==> config.mk <==
export PLATFORM = sky130hd
export DESIGN_NAME = regfile_sb
export DESIGN_NICKNAME = d
export VERILOG_FILES = /design/src/rtl/regfile_sb.sv
export SDC_FILE = /design/constraint.sdc
export NUM_CORES = 2
export LEC_CHECK = 0
export ABC_CLOCK_PERIOD_IN_PS = 6130
export CAP_MARGIN = 20
export CORE_ASPECT_RATIO = 1.1
export CORE_MARGIN = 2
export CORE_UTILIZATION = 57
export CTS_CLUSTER_DIAMETER = 120
export DETAILED_ROUTE_END_ITERATION = 16
export PLACE_DENSITY = 0.77
export SYNTH_ARGS = -nofsm -noshare
export SYNTH_HDL_FRONTEND = slang
export SYNTH_SLANG_ARGS = --single-unit
export TNS_END_PERCENT = 5
==> constraint.sdc <==
create_clock -name clk -period 6.13 [get_ports clk]
set_clock_uncertainty 0.1 [all_clocks]
set_input_delay 1.226 -clock clk [delete_from_list [all_inputs] [get_ports clk]]
set_output_delay 1.226 -clock clk [all_outputs]
set_load 0.01 [all_outputs]
==> src/rtl/regfile_sb.sv <==
// Register file with per-register busy scoreboard, two combinational read ports.
// Define REGFILE_SB_BYPASS_EN to forward same-cycle writes to the read ports.
module regfile_sb #(
  parameter int DATA_W = 32,
  parameter int ADDR_W = 5
) (
  input  logic              clk,
  input  logic              reset,
  input  logic              wr_en,
  input  logic [ADDR_W-1:0] wr_addr,
  input  logic [DATA_W-1:0] wr_data,
  input  logic [ADDR_W-1:0] rd_addr1,
  input  logic [ADDR_W-1:0] rd_addr2,
  output logic [DATA_W-1:0] rd_data1,
  output logic [DATA_W-1:0] rd_data2,
  input  logic              rsv_en,
  input  logic [ADDR_W-1:0] rsv_addr,
  input  logic              flush,
  output logic              busy1,
  output logic              busy2,
  output logic [ADDR_W:0]   busy_cnt
);

  localparam int NREG = 2 ** ADDR_W;

  logic [DATA_W-1:0] regs [NREG];
  logic [NREG-1:0]   busy;
  logic [NREG-1:0]   busy_next;
  logic [ADDR_W:0]   cnt_next;

  always_ff @(posedge clk) begin
    if (!reset) begin
      for (int i = 0; i < NREG; i++) regs[i] <= '0;
    end else if (wr_en && (wr_addr != '0)) begin
      regs[wr_addr] <= wr_data;
    end
  end

  // Reservation is applied after the write-clear so the newer producer wins;
  // flush overrides both.
  always_comb begin
    busy_next = busy;
    if (wr_en)  busy_next[wr_addr]  = 1'b0;
    if (rsv_en) busy_next[rsv_addr] = 1'b1;
    if (flush)  busy_next = '0;
    busy_next[0] = 1'b0;
  end

  always_comb begin
    cnt_next = '0;
    for (int i = 0; i < NREG; i++) begin
      cnt_next = cnt_next + (ADDR_W+1)'(busy_next[i]);
    end
  end

  always_ff @(posedge clk) begin
    if (!reset) begin
      busy     <= '0;
      busy_cnt <= '0;
    end else begin
      busy     <= busy_next;
      busy_cnt <= cnt_next;
    end
  end

`ifdef REGFILE_SB_BYPASS_EN
  always_comb begin
    rd_data1 = (rd_addr1 == '0) ? '0 : regs[rd_addr1];
    busy1    = busy[rd_addr1];
    if (wr_en && (wr_addr == rd_addr1) && (rd_addr1 != '0)) begin
      rd_data1 = wr_data;
      busy1    = rsv_en && (rsv_addr == rd_addr1);
    end
  end

  always_comb begin
    rd_data2 = (rd_addr2 == '0) ? '0 : regs[rd_addr2];
    busy2    = busy[rd_addr2];
    if (wr_en && (wr_addr == rd_addr2) && (rd_addr2 != '0)) begin
      rd_data2 = wr_data;
      busy2    = rsv_en && (rsv_addr == rd_addr2);
    end
  end
`else
  always_comb begin
    rd_data1 = (rd_addr1 == '0) ? '0 : regs[rd_addr1];
    rd_data2 = (rd_addr2 == '0) ? '0 : regs[rd_addr2];
    busy1    = busy[rd_addr1];
    busy2    = busy[rd_addr2];
  end
`endif

endmodule

==> run_results.csv <==
group,metric,value,unit
run_status,status,"complete, no violations",
sta,grt_setup_unrepaired,"false",
critical_path,crit_slowest_cell,"fa_1",
critical_path,critPathRequiredTime,6.60,ns
sta,maxSlewHeadroom,20.9,%
power,p_int,13.0,mW
placed_design,place_ws,-0.867,ns
power,swShare,25.1,%
detailed_routing,via_count,38309,
synth,synth_top_area_share,53.8,%
synth,yosysWarnings,0,
power,pwr-share-comb,13.4,%
final_layout,drive_gt1_share,25.9,%
critical_path,cp_common_cell,"fa_1",
power,powerDensity,268,nW/um^2
placed_design,gp_congestion,0.981,
power,ir_drop,239,uV
floorplanning,start_util,57.6,%
detailed_routing,viasPerCell,7.07,
final_layout,syn_to_final_growth,13.6,%
global_routing,grt_remaining_overflow,0,
global_routing,grt_pass1_wl,270,mm
sta,final_hold_viol_count,0,
global_routing,grt_max_degree,67,
detailed_routing,drtIter0Drc,5945,
global_routing,grt_pass1_vias,38464,
hold_path,min_path_type,"flip-flop to flip-flop",
critical_path,cp_max_fo,17,
floorplanning,core-area,99200,um^2
floorplanning,rows,121,
sta,max_freq,0.167,GHz
critical_path,r2r_end,"busy_cnt[4]",
power,clock_power_share,37.5,%
clock_network,clock_path_buffers,3,
job,maxCapViolCount,0,
sta,min_period,5.99,ns
synth,ys_types,42,
synth,synthCells,3916,
floorplanning,dieArea,103000,um^2
final_layout,stdcell_area,64900,um^2
sta,worst_slew_pin_slew,1.18,ns
placed_design,dp.cells,5192,
placed_design,place_area,61100,um^2
sta,layout_setup_ws,0.145,ns
power,power,17.4,mW
critical_path,slowest_delay,0.59,ns
hold_path,hp-start,"busy[7]",
floorplanning,dieWidth,306,um
clock_network,cts-hold-fix-buffers,0,
critical_path,path_cells,"clkdlybuf4s50_1, buf_12, a21o_1, fa_1, inv_1, fa_1, inv_2, fa_1, fa_1, fa_1, fa_1, fa_2, inv_2, fa_2, a21o_1, a21oi_2, xor2_1, nor2_1",
clock_network,clkSinkCount,1061,
global_routing,antenna_found_initial,7,
critical_path,r2r-start,"busy[12]",
clock_network,cts_buffers,110,
critical_path,reg2reg_depth,17,
placed_design,port_buffers,128,
detailed_routing,ant_nets,0,
synth,netlist_area,57100,um^2
clock_network,cts.clk_slew.worst_paths,0.06,ns
synth,yosysSeqAreaShare,55.1,%
final_layout,final_nets,4124,
synth,postSynthAreaPerCell,14.6,um^2
synth,yosysTopAreaCell,"edfxtp_1",
critical_path,crit_type,"primary input to flip-flop",
sta,drv_slew,0,
floorplanning,die_h,336,um
detailed_routing,route.detailed.drc,0,
critical_path,cp-end-kind,"flip-flop",
sta,setup_viol,0,
global_routing,grtUsageTotal,37.2,%
power,seqPwrFrac,49.1,%
sta,fin_crit_sh,97.6,%
clock_network,ctsHtreeMaxLevel,3,
placed_design,dpl.hpwl,119,mm
detailed_routing,drtPass1Iterations,10,
detailed_routing,totalWireLength,190,mm
final_layout,layout.cells.non_filler,5422,
detailed_routing,routedWlPerCell,35.1,um
hold_path,hold_end,"busy[7]",
synth,ys_seq_elements,1061,
clock_network,cts_tree,"yes",
critical_path,cp_data_arrival_time,6.45,ns
synth,synth_area_leaders,"edfxtp_1 54%, mux4_2 18%, and2_1 11%",
floorplanning,ios,129,
critical_path,startpoint_type,"primary input",
sta,tns,0,ns
power,p_sw,4.37,mW
power,p_leak,22.5,nW
clock_network,cts-root-buf,"clkbuf_16",
hold_path,hold_path_depth,3,
clock_network,clkLatencyLatePin,0.71,ns
critical_path,ff2ff_setup_slack,0.77,ns
==> timing repair <==
item	CTS	global route
endpoints found under the setup margin	1	3
pin swaps	17	23
cloned	0	1
resized for setup	14	30
buffers inserted	3	6
==> power groups by stage <==
stage	clock network [mW]	logic (mW)	registers, mW
finish	6.52	2.34	8.54
global route	6.77	2.38	8.57
CTS	6.51	2.25	8.53
detailed placement	0	2.25	8.67
global placement	0	2.22	8.64
floorplan	0	1.28	8.62
==> kinds of logic (layout without fill, tap and decap cells) <==
logic type / count (synthesis) / count (layout) / share of synthesized area, %
xor+xnor: 2 / 2 / 0.0307
other cells: 1 / 38 / 0.00656
mux: 662 / 662 / 21.9
flops: 1061 / 1061 / 55.1
buf+inv: 455 / 633 / 3.26
fa+ha+maj: 30 / 30 / 0.959
simple gates: 1238 / 1238 / 13.1
compound gates: 467 / 467 / 5.59
==> state kept, by name, summed over array words and instances (netlist names) <==
signal	count
busy	31
busy_cnt	6
regs	1024
==> worst max path at each step <==
| stage | cells after the start | start | slack, ns | to |
|---|---|---|---|---|
| after floorplan | 20 | wr_addr[1] | -0.16 | busy_cnt[4] |
| after global placement | 19 | wr_addr[2] | -0.84 | busy_cnt[4] |
| after detailed placement | 19 | wr_addr[2] | -0.87 | busy_cnt[4] |
| after CTS | 20 | wr_addr[1] | 0.004 | busy_cnt[4] |
| after global routing | 18 | flush | 0.003 | busy_cnt[4] |
| final | 18 | flush | 0.14 | busy_cnt[4] |
==> cells in the final DEF, fill, tap and decap left out, types with 25 or more instances in the layout <==
cell and count:
buf_12 25, mux2i_1 130, clkinv_1 27, clkdlybuf4s50_1 105
edfxtp_1 1024, dfxtp_1 37, a211oi_1 64, a311oi_1 64
nand2_1 65, mux4_2 466, a221oi_1 47, clkbuf_16 115
buf_4 230, a22oi_1 64, clkbuf_1 31, nor2b_1 67
conb_1 32, o21ai_4 31, mux2_2 66, nor2_2 31
and2_1 1011, o21ai_0 133
==> synthesized netlist by cell type <==
cell and count:
a211oi_1 64, a21o_1 16, a21oi_1 17, a221oi_1 47, a22oi_1 64, a311oi_1 64, and2_1 1011, and3_1 2
and3b_1 5, buf_1 2, buf_2 100, buf_4 8, clkbuf_1 314, conb_1 1, dfxtp_1 37, edfxtp_1 1024
fa_1 23, ha_1 7, inv_1 31, mux2_2 66, mux2i_1 130, mux4_2 466, nand2_1 65, nand2b_1 2
nand3_1 5, nand3b_1 5, nand4_1 1, nor2_1 55, nor2b_1 71, nor3_1 3, nor3b_1 4, o2111ai_1 17
o211a_1 1, o21a_1 2, o21ai_0 173, o2bb2ai_1 2, or2_2 2, or3_1 1, or3b_2 4, or4_1 2
xnor2_1 1, xor2_1 1
==> metal layers <==
layer	up-vias	track usage [%]	share of wire [%]
li1	15226	-	-
met1	19303	46.0	33
met2	3120	57.7	46
met3	656	10.7	13
met4	4	24.4	7.5
met5	-	0	0.014
==> final cells by class <==
type / count / area, um^2
multi-input combinational: 2431 / 24400
clock inverter: 53 / 444
clock buffer: 147 / 2990
inverter: 31 / 119
tap: 1291 / 1620
timing repair buffer: 402 / 3780
fill: 6786 / 34300
sequential: 1061 / 31500
antenna: 6 / 15.0
==> worst max-delay path, delay by kind of cell <==
family                   cells  cell delay [ns]
buffers and inverters        5             0.75
AND/OR/NAND/NOR              1             0.06
XOR/XNOR                     1             0.15
AO/OA/AOI/OAI                3             0.49
adder cells (fa/ha/maj)      8             3.75
==> stage by stage <==
| step | hold WS, ns | util [%] |
|---|---|---|
| final | 0.556 | 65.4 |
| after global routing | 0.579 | 65.4 |
| after CTS | 0.551 | 65.1 |
| after detailed placement | 0.543 | 61.7 |
| after global placement | 0.533 | 61.6 |
| after floorplan | 0.472 | - |
Note: power is estimated with default switching activity, not from simulation.
